File: src/rtl/tree_decode.sv
// Huffman tree-walk decoder: locates the root in the shared tree memory, then follows
// one tree entry per serial code bit and emits a symbol whenever the walk reaches a leaf.
module tree_decode #(
  parameter int unsigned NODE_BASE = 256,
  parameter logic [7:0]  END_MARK  = 8'hFF,
  parameter int unsigned MAX_DEPTH = 8
) (
  input  logic       clk,
  input  logic       reset,
  input  logic       decode_start,
  input  logic       bit_in,
  input  logic       bit_valid,
  input  logic       bit_last,
  output logic       bit_ready,
  output logic [7:0] sym_out,
  output logic       sym_valid,
  input  logic       sym_ready,
  output logic [9:0] mem_addr,
  output logic       mem_rd,
  input  logic [7:0] mem_data,
  output logic       decode_finish,
  output logic       decode_err
);

  localparam logic [3:0] DEPTH_LIMIT = 4'(MAX_DEPTH);
  localparam logic [7:0] FIRST_NODE  = 8'd128;
  localparam logic [7:0] LAST_SCAN   = 8'd254;

  typedef enum logic [3:0] {
    IDLE, FIND, RWAIT, RCHECK, GET_BIT, FETCH, FWAIT, CHECK, EMIT, DONE, ERR
  } state_t;

  state_t     state, state_nxt;
  logic [7:0] node_q;
  logic [7:0] root_q;
  logic [3:0] depth_q;
  logic       last_q;

  // Entry k of internal node (128+idx); 10-bit result tops out at NODE_BASE+127*3+2.
  function automatic logic [9:0] entry_addr(input logic [6:0] idx, input logic [1:0] entry);
    return 10'(NODE_BASE) + ({3'b000, idx} * 10'd3) + {8'b0, entry};
  endfunction

  always_ff @(posedge clk) begin
    if (reset) state <= IDLE;
    else       state <= state_nxt;
  end

  always_comb begin
    state_nxt = state;
    case (state)
      IDLE:    if (decode_start) state_nxt = FIND;
      FIND:    state_nxt = RWAIT;
      RWAIT:   state_nxt = RCHECK;
      RCHECK: begin
        if (mem_data == END_MARK)   state_nxt = (node_q == FIRST_NODE) ? ERR : GET_BIT;
        else if (node_q == LAST_SCAN) state_nxt = ERR;
        else                        state_nxt = FIND;
      end
      GET_BIT: if (bit_valid) state_nxt = FETCH;
      FETCH:   state_nxt = FWAIT;
      FWAIT:   state_nxt = CHECK;
      CHECK: begin
        if (!mem_data[7])                            state_nxt = EMIT;
        else if ((depth_q == DEPTH_LIMIT) || last_q) state_nxt = ERR;
        else                                         state_nxt = GET_BIT;
      end
      EMIT:    if (sym_ready) state_nxt = last_q ? DONE : GET_BIT;
      DONE:    state_nxt = IDLE;
      ERR:     state_nxt = IDLE;
      default: state_nxt = IDLE;
    endcase
  end

  assign bit_ready     = (state == GET_BIT);
  assign sym_valid     = (state == EMIT);
  assign decode_finish = (state == DONE);

  // Memory strobe and address are registered so they are present during FIND/FETCH themselves.
  always_ff @(posedge clk) begin
    if (reset) begin
      mem_addr   <= '0;
      mem_rd     <= 1'b0;
      sym_out    <= '0;
      decode_err <= 1'b0;
      node_q     <= FIRST_NODE;
      root_q     <= FIRST_NODE;
      depth_q    <= '0;
      last_q     <= 1'b0;
    end else begin
      mem_rd <= (state_nxt == FIND) || (state_nxt == RWAIT) ||
                (state_nxt == FETCH) || (state_nxt == FWAIT);
      if (state_nxt == ERR) decode_err <= 1'b1;
      case (state)
        IDLE: if (decode_start) begin
          decode_err <= 1'b0;
          node_q     <= FIRST_NODE;
          depth_q    <= '0;
          last_q     <= 1'b0;
          mem_addr   <= entry_addr(7'd0, 2'd0);
        end
        RCHECK: begin
          if (mem_data == END_MARK) begin
            if (node_q != FIRST_NODE) begin
              root_q <= node_q - 8'd1;
              node_q <= node_q - 8'd1;
            end
            depth_q <= '0;
          end else begin
            node_q   <= node_q + 8'd1;
            mem_addr <= entry_addr(node_q[6:0] + 7'd1, 2'd0);
          end
        end
        GET_BIT: if (bit_valid) begin
          last_q   <= bit_last;
          mem_addr <= entry_addr(node_q[6:0], bit_in ? 2'd1 : 2'd2);
        end
        FWAIT: depth_q <= depth_q + 4'd1;
        CHECK: begin
          if (!mem_data[7]) sym_out <= mem_data;
          else              node_q  <= mem_data;
        end
        EMIT: if (sym_ready) begin
          node_q  <= root_q;
          depth_q <= '0;
        end
        default: ;
      endcase
    end
  end

endmodule

File: config.mk
export PLATFORM = sky130hd
export DESIGN_NAME = tree_decode
export DESIGN_NICKNAME = d
export VERILOG_FILES = /design/src/rtl/tree_decode.sv
export SDC_FILE = /design/constraint.sdc
export NUM_CORES = 1
export LEC_CHECK = 0
export BUFFER_PORTS_ARGS = -buffer_cell sky130_fd_sc_hd__buf_2
export CAP_MARGIN = 10
export CORE_ASPECT_RATIO = 2
export CORE_UTILIZATION = 45
export DETAILED_ROUTE_END_ITERATION = 8
export HOLD_SLACK_MARGIN = 0.05
export PLACE_DENSITY_LB_ADDON = 0.2
export SLEW_MARGIN = 30
export SYNTH_ARGS = -nofsm -noshare
export SYNTH_HDL_FRONTEND = slang
export SYNTH_SLANG_ARGS = --single-unit
File: constraint.sdc
create_clock -name clk -period 5.06 [get_ports clk]
set_input_delay 1.518 -clock clk [delete_from_list [all_inputs] [get_ports clk]]
set_output_delay 1.518 -clock clk [all_outputs]
set_load 0.005 [all_outputs]
* Word-level counts from Yosys, hierarchy flattened
Index checks and enable logic that the tools add are counted.
** Storage, ports and cells
- Flip-flop bits (word level) :: 44
- Bits of input ports :: 15
- Output and inout bits :: 23
- Word-level logic and storage cells :: 91
** Operators by class
- Add/subtract/negate cells :: 7
- Multipliers :: 2
- Eq/ne operators :: 26
- Mux-type cells :: 31
- Bitwise logic cells :: 1
- Reductions and logical operators :: 15
** Operators by type and width (number)
- $mux W4 :: 12
- $mux W8 :: 5
- $pmux W4 S9 :: 1
- $pmux W8 S4 :: 1
- $mux W10 :: 3
- $pmux W10 S3 :: 1
- $eq A4 B3 Y1 const B :: 6
- $eq A8 B8 Y1 const B :: 3
- $add A9 B9 Y10 const A :: 2
- $mul A7 B2 Y9 const B :: 2
- $eq A4 B4 Y1 const B :: 4
- $pmux W4 S4 :: 1
- $eq A4 B2 Y1 const B :: 3
- $add A10 B2 Y10 :: 1
- $ne A2 B2 Y1 const B :: 5
- $add A8 B1 Y8 const B :: 1
- $eq A4 B1 Y1 const B :: 2
- $ne A8 B8 Y1 const B :: 1
- $reduce_and A4 Y1 :: 2
- $reduce_bool A4 Y1 :: 2
- $sub A8 B1 Y8 const B :: 1
- $add A7 B1 Y7 const B :: 1
- $reduce_and A3 Y1 :: 2
- $mux W1 :: 5
- 12 further kinds :: 15

* Longest topological paths before layout
Gate-level depths: netlist (run 1).
- Depth after elaboration :: 9
- Gate-level depth with buffers :: 11
- Depth with buffers taken out :: 11

* Worst setup path before layout (run 1)
No wires, ideal clock.
- Path kind :: input port to flip-flop
- From :: input bit_in
- To :: register mem_addr[9]
- Setup time :: 0.091 ns
- Arrival :: 3.478 ns
- Required time :: 4.969 ns
- Slack :: 1.491 ns
- Stages :: 10
- Path buffers :: 0
- Cells stage by stage :: inv_1 > fa_1 > ha_1 > inv_1 > fa_1 > nor2b_1 > o2111a_1 > o31ai_1 > a21bo_2 > a311oi_1
** On the way
- Longest elaborated chain between the ends :: 4
** RTL lines
- start, declared :: line 11 : input logic bit_in,
- $mux W2 :: line 116 : mem_addr <= entry_addr(node_q[6:0], bit_in ? 2'd1 : 2'd2);
- $add A10 B2 Y10 :: line 41 : return 10'(NODE_BASE) + ({3'b000, idx} * 10'd3) + {8'b0, entry};
- $mux W10 :: line 114 : GET_BIT: if (bit_valid) begin
- $pmux W10 S3 :: line 94 : case (state)
- end signal, assigned :: line 100 : mem_addr <= entry_addr(7'd0, 2'd0);
- end signal, assigned :: line 111 : mem_addr <= entry_addr(node_q[6:0] + 7'd1, 2'd0);
- end signal, assigned :: line 116
- end, declared :: line 18 : output logic [9:0] mem_addr,
No other way between the ends. The select of a mux whose other input is x is not followed.
A chain may end at the register's enable or synchronous reset.

* Worst setup path in the final report (run 1)
Same ends and word-level chain as after synthesis.

==> results of run 1 <==
path summary, 6_finish.rpt:
check	startpoint	slack [ns]	cells past startpoint	to
max reg2reg	node_q[0]	1.73	10	mem_addr[8]
max	bit_in	1.48	11	mem_addr[9]
min	sym_out[0]	0.49	2	sym_out[0]
min reg2reg	sym_out[0]	0.49	2	sym_out[0]
per-layer routing:
layer / track usage, % / part of all wire, % / vias up
li1: - / - / 1472
met1: 23.6 / 36 / 1436
met2: 49.0 / 56 / 76
met3: 2.20 / 2.9 / 24
met4: 16.7 / 4.5 / 0
met5: 0 / 0 / -
final cells by class:
class,count,area share [%]
multi-input combinational,307,61.7
sequential,44,23.7
timing repair buffer,38,5.24
clock buffer,6,3.46
tap,92,3.09
inverter,19,1.92
clock inverter,2,0.941
worst max-delay path, delay by kind of cell:
| family | cells | cell delay (ns) |
|---|---|---|
| AO/OA/AOI/OAI | 4 | 0.79 |
| adder cells (fa/ha/maj) | 3 | 1.08 |
| AND/OR/NAND/NOR | 1 | 0.18 |
| buffers and inverters | 3 | 0.20 |
power by group through the flow:
| stage | sequential, W | combinational, W | clock (W) |
|---|---|---|---|
| global route | 0.000394 | 0.000281 | 0.000389 |
| detailed placement | 0.000399 | 0.000248 | 0 |
| global placement | 0.000399 | 0.000245 | 0 |
| floorplan | 0.000387 | 0.000192 | 0 |
| CTS | 0.000391 | 0.000250 | 0.000375 |
| finish | 0.000392 | 0.000250 | 0.000372 |
registers in the layout, summed over array words and instances, names as in the netlist:
signal / cells
sym_out: 7
last_q: 1
state: 4
mem_addr: 10
decode_err: 1
mem_rd: 1
root_q: 8
node_q: 8
depth_q: 4
kinds of logic (layout without fill, tap and decap cells):
kind of cell	after synthesis	count (layout)
other cells	1	1
buf+inv	39	65
mux	15	15
compound gates	106	106
flops	44	44
simple gates	125	125
fa+ha+maj	43	43
xor+xnor	17	17
layout by cell type (no fill, tap or decap), types with 4 or more instances in the layout:
master     synthesis  layout
a211oi_1          18      18
a21o_1             4       4
a21oi_1           16      16
a22oi_1            9       9
a311oi_1          10      10
buf_2              7      36
clkbuf_16          0       5
dfxtp_1           44      44
ha_1              40      40
inv_1             19      19
mux2i_1           13      13
nand2_1           18      18
nand2b_1           8       8
nand3_1            9       9
nand4_1            5       5
nor2_1            48      48
nor2b_1            7       7
nor3_1             6       5
o211ai_1           4       4
o21a_1             4       4
o21ai_0           15      15
xnor2_1           13      13
xor2_1             4       4
metrics by stage:
stage | util [%] | hold slack, ns | instances | cell area (sq um)
final | 51.6 | 0.490 | 508 | 3720
after global routing | 51.6 | 0.523 | 508 | 3720
after CTS | 51.5 | 0.495 | 508 | 3720
after detailed placement | 49.3 | 0.482 | 500 | 3550
after global placement | 49.3 | 0.468 | 500 | 3550
after floorplan | - | 0.461 | 390 | 3330
==> run_results.csv, run 1 <==
group,metric,value,unit
power,pwr-share-seq,38.6,%
power,p_leak,1.54,nW
timing,rsz0062_at_grt,"false",
grt,gr-usage-all-layers,24.7,%
setup_path,slowest_delay,0.48,ns
power,finalPower,0.00101,W
timing,hold_viol_final,0,
timing,min_period,3.58,ns
power,combPwrFrac,24.7,%
power,power_switching,0.000313,W
synthesis,ys_ff_latch,44,
synthesis,seq_area_frac_synth,26.5,%
layout,syn_to_final_growth,11.8,%
routing,ant_nets,0,
routing,via_count,3008,
setup_path,path_max_fanout,3,
routing,drc_errors,0,
synthesis,synth_area_leaders,"dfxtp_1 26%, ha_1 15%, nor2_1 5.4%, a211oi_1 4.1%, mux2i_1 3.9%",
floorplan,io_pins,38,
timing,setup_tns,0,ns
synthesis,synth_edf_count,0,
synthesis,synth_top_cell_by_area,"dfxtp_1",
synthesis,synthTopCellsByCount,"48 x nor2_1, 44 x dfxtp_1, 40 x ha_1, 19 x inv_1",
timing,worst_slew_pin_slew,0.838,ns
grt,grt_max_degree,44,
clock_tree,clkSinkCount,44,
timing,slew_viol_final,0,
synthesis,synth_fp_nets,448,
setup_path,path_cells,"buf_2, inv_1, fa_1, ha_1, inv_1, fa_1, nor2b_1, o2111a_1, o31ai_1, a21bo_2, a311oi_1",
clock_tree,cts_tree,"yes",
floorplan,placementRows,44,
layout,final_layout_size_suffix_gt1_share,13.2,%
floorplan,die_h,124,um
power,cellPowerDensity,273,mW/mm^2
grt,antenna_found_initial,0,
layout,nNetsFinal,473,
routing,viasPerCell,5.92,
place,io_buffers,36,
clock_tree,clk_latency,0.29,ns
synthesis,yosys.area_share.simple,19.6,%
setup_path,crit_type,"in2reg",
grt,grt_pass1_vias,2938,
worst_hold_path,min_path_type,"reg2reg",
synthesis,synth_xor_area_share,4.47,%
place,gp_congestion,0.912,
setup_path,critPathArrivalTime,3.78,ns
routing,first_pass_iters,4,
floorplan,initial_core_util,46.1,%
floorplan,die-area,0.00776,sq mm
layout,multi_input_area,0.00230,sq mm
floorplan,core_area,0.00721,sq mm
power,vdd_drop_max,0.120,mV
synthesis,yosys.area.top_type_share,26.5,%
power,power_frac_clock,36.7,%
synthesis,synthMuxAreaShare,4.59,%
clock_tree,clock-root-buffer,"clkbuf_16",
power,sw_frac_of_total,30.9,%
clock_tree,cts_hold_buf,0,
setup_path,slowest_stage,"fa_1",
synthesis,synth-compound-area-share,23.0,%
setup_path,required,5.26,ns
synthesis,yosys.area_share.adder,16.8,%
clock_tree,cts_resized,0,
setup_path,endpoint_kind,"flip-flop",
setup_path,startpoint_type,"input port",
layout,regArea,881,sq um
routing,wl_per_cell,18.1,um
synthesis,synth_ff_type,"dfxtp_1",
place,dp_hpwl,7120,um
synthesis,async_reset_ff_share,0,%
run_status,status,"completed",
timing,setup_viol,0,
timing,finalCritPeriodShare,70.7,%
routing,drt-initial-drc-count,270,
layout,diodes,0,
synthesis,ys_warn_count,0,
routing,drt_wl_total,9180,um
clock_tree,cts_buffers,5,
floorplan,chipWidth,62.8,um
power,internal_power,0.000701,W
layout,nFillCells,736,
place,pre_cts_ws,1.18,ns
synthesis,synth_cell_types,62,
clock_tree,post_cts_buffers,0,
clock_tree,htreeDepth,2,
timing,clock.fmax,0.279,GHz
timing,fin_ws,1.48,ns
synthesis,synth_top_family_by_area,"compound AO/OA/AOI/OAI gates",
synthesis,syn_inst,390,
timing,worst_clock_skew,0.00548,ns
clock_tree,path_clk_slew,0.06,ns
clock_tree,clockBufferDepth,2,
synthesis,syn-cell-area,0.00333,sq mm
grt,grt_pass1_wl,14600,um
timing,timing.slew.headroom,44.1,%
synthesis,avgSynthCellArea,8.53,sq um
job,drv_cap,0,
synthesis,synth.most_common_cell,"nor2_1",
grt,overflow,0,
No activity file was read; power rests on OpenSTA's default activity.
==> run 2: changes to the inputs <==
- clock period: 5.06 -> 3.5 ns (I/O delays scaled with it)
==> run 2 against run 1 <==
Against the previous run:
- clock power is 42% higher
- first-iteration DRC count fell by 4.4%
- hold slack about the same
- final cell count increased by 1.4%
- global-route usage decreased by 0.36 points
- worst setup slack got worse by 1.1 ns
- clock-buffer cell count stayed put
- die area unchanged
- design area increased by 1.2%
- sequential cell count did not move
- core utilization is 0.62 points higher
- critical endpoint unchanged
- largest cell class unchanged
- largest power group unchanged
==> run_results.csv, run 2 (synthesis results as in run 1) <==
group,metric,value,unit
run_status,status,"completed",
job,drv_cap,0,
timing,min_period,3.14,ns
layout,nNetsFinal,480,
grt,overflow,0,
timing,clock.fmax,0.319,GHz
setup_path,crit_path_start,"bit_in",
floorplan,die-area,0.00776,sq mm
grt,grt_pass1_wl,14400,um
layout,nFillCells,711,
clock_tree,htreeDepth,2,
floorplan,core_area,0.00721,sq mm
floorplan,die_h,124,um
place,io_buffers,36,
clock_tree,cts_hold_buf,0,
floorplan,io_pins,38,
clock_tree,cts_buffers,5,
layout,max_flop_register,"mem_addr",
routing,wl_per_cell,17.2,um
routing,drt_wl_total,8870,um
timing,fin_ws,0.364,ns
clock_tree,clockBufferDepth,2,
grt,gr-usage-all-layers,24.4,%
timing,slew_viol_final,0,
timing,rsz0062_at_grt,"false",
place,pre_cts_ws,0.0638,ns
clock_tree,clock-root-buffer,"clkbuf_16",
floorplan,initial_core_util,46.1,%
floorplan,placementRows,44,
grt,grt_pass1_vias,2929,
layout,final_util,52.2,%
setup_path,startpoint_type,"input port",
floorplan,chipWidth,62.8,um
clock_tree,clk_latency,0.29,ns
clock_tree,cts_resized,0,
layout,syn_to_final_growth,13.2,%
layout,final_common_cell,"nor2_1",
setup_path,endpoint_kind,"flip-flop",
setup_path,crit_type,"in2reg",
timing,setup_tns,0,ns
routing,drt-initial-drc-count,258,
layout,diodes,0,
clock_tree,post_cts_buffers,0,
routing,ant_nets,0,
layout,regArea,881,sq um
timing,hold_viol_final,0,
timing,setup_viol,0,
clock_tree,clkSinkCount,44,
grt,antenna_found_initial,0,
setup_path,path_max_fanout,3,
layout,reg.largest.list,"mem_addr x10, node_q x8, root_q x8",
timing,timing.slew.headroom,48.5,%
place,dp_hpwl,7160,um
worst_hold_path,min_path_type,"reg2reg",
layout,layout_common_cells,"48 x nor2_1, 44 x dfxtp_1, 40 x ha_1",
timing,finalCritPeriodShare,89.6,%
layout,final_layout_size_suffix_gt1_share,14.7,%
setup_path,required,3.69,ns
routing,drc_errors,0,
routing,viasPerCell,5.79,
layout,multi_input_area,0.00229,sq mm
layout,largest_reg_flops,10,
power,p_leak,1.58,nW
setup_path,rr_startpoint,"node_q[0]",
power,vdd_drop_max,0.215,mV
timing,worst_slew_pin_slew,0.769,ns
routing,first_pass_iters,4,
setup_path,critPathArrivalTime,3.33,ns
grt,grt_max_degree,34,
worst_hold_path,hold_start,"sym_out[6]",
timing,worst_clock_skew,0.00181,ns
clock_tree,path_clk_slew,0.06,ns
power,cellPowerDensity,386,mW/mm^2
clock_tree,cts_tree,"yes",
place,gp_congestion,0.935,
routing,via_count,2981,
[run 2: stage by stage]
stage	hold WS [ns]	total power, W	instance area [sq um]	instances
finish	0.490	0.00145	3770	515
global route	0.512	0.00152	3770	515
CTS	0.493	0.00146	3770	515
floorplan	0.461	0.000836	3330	390
global placement	0.470	0.000930	3600	507
detailed placement	0.477	0.000936	3600	507
[run 2: worst max-delay path: stages]
cell	delay, ns
buf_2	0.09
inv_1	0.04
fa_1	0.48
ha_1	0.19
inv_1	0.06
fa_1	0.40
nor2b_1	0.21
o2111a_1	0.24
o31ai_1	0.11
a21bo_2	0.22
a311oi_1	0.24
[run 2: final cells by class]
cell class / instances / share of cell area, %
sequential: 44 / 23.4
multi-input combinational: 307 / 60.7
clock buffer: 6 / 3.42
clock inverter: 2 / 0.930
inverter: 19 / 1.89
tap: 92 / 3.06
timing repair buffer: 45 / 6.58
[run 2: worst paths after layout]
kind / end / slack, ns / depth (start not counted)
max reg2reg: mem_addr[8] / 0.45 / 10
min reg2reg: sym_out[6] / 0.49 / 2
max: mem_addr[9] / 0.36 / 11
min: sym_out[6] / 0.49 / 2
[run 2: report_power, final]
| group | total [W] | switching, W | leakage [nW] | internal, W |
|---|---|---|---|---|
| logic | 0.000362 | 0.000208 | 1.14 | 0.000154 |
| clock network | 0.000527 | 0.000191 | 0.0808 | 0.000336 |
| registers | 0.000564 | 0.0000364 | 0.358 | 0.000527 |
| total | 0.00145 | 0.000436 | 1.58 | 0.00102 |
[run 2: routing by layer]
layer	vias to the layer above	share of wire [%]	wire (um)	GRT usage, %
li1	1493	-	-	-
met1	1406	36	3150	22.7
met2	61	57	5060	48.4
met3	21	2.3	200	2.56
met4	0	5.1	453	17.2
met5	-	0	0	0
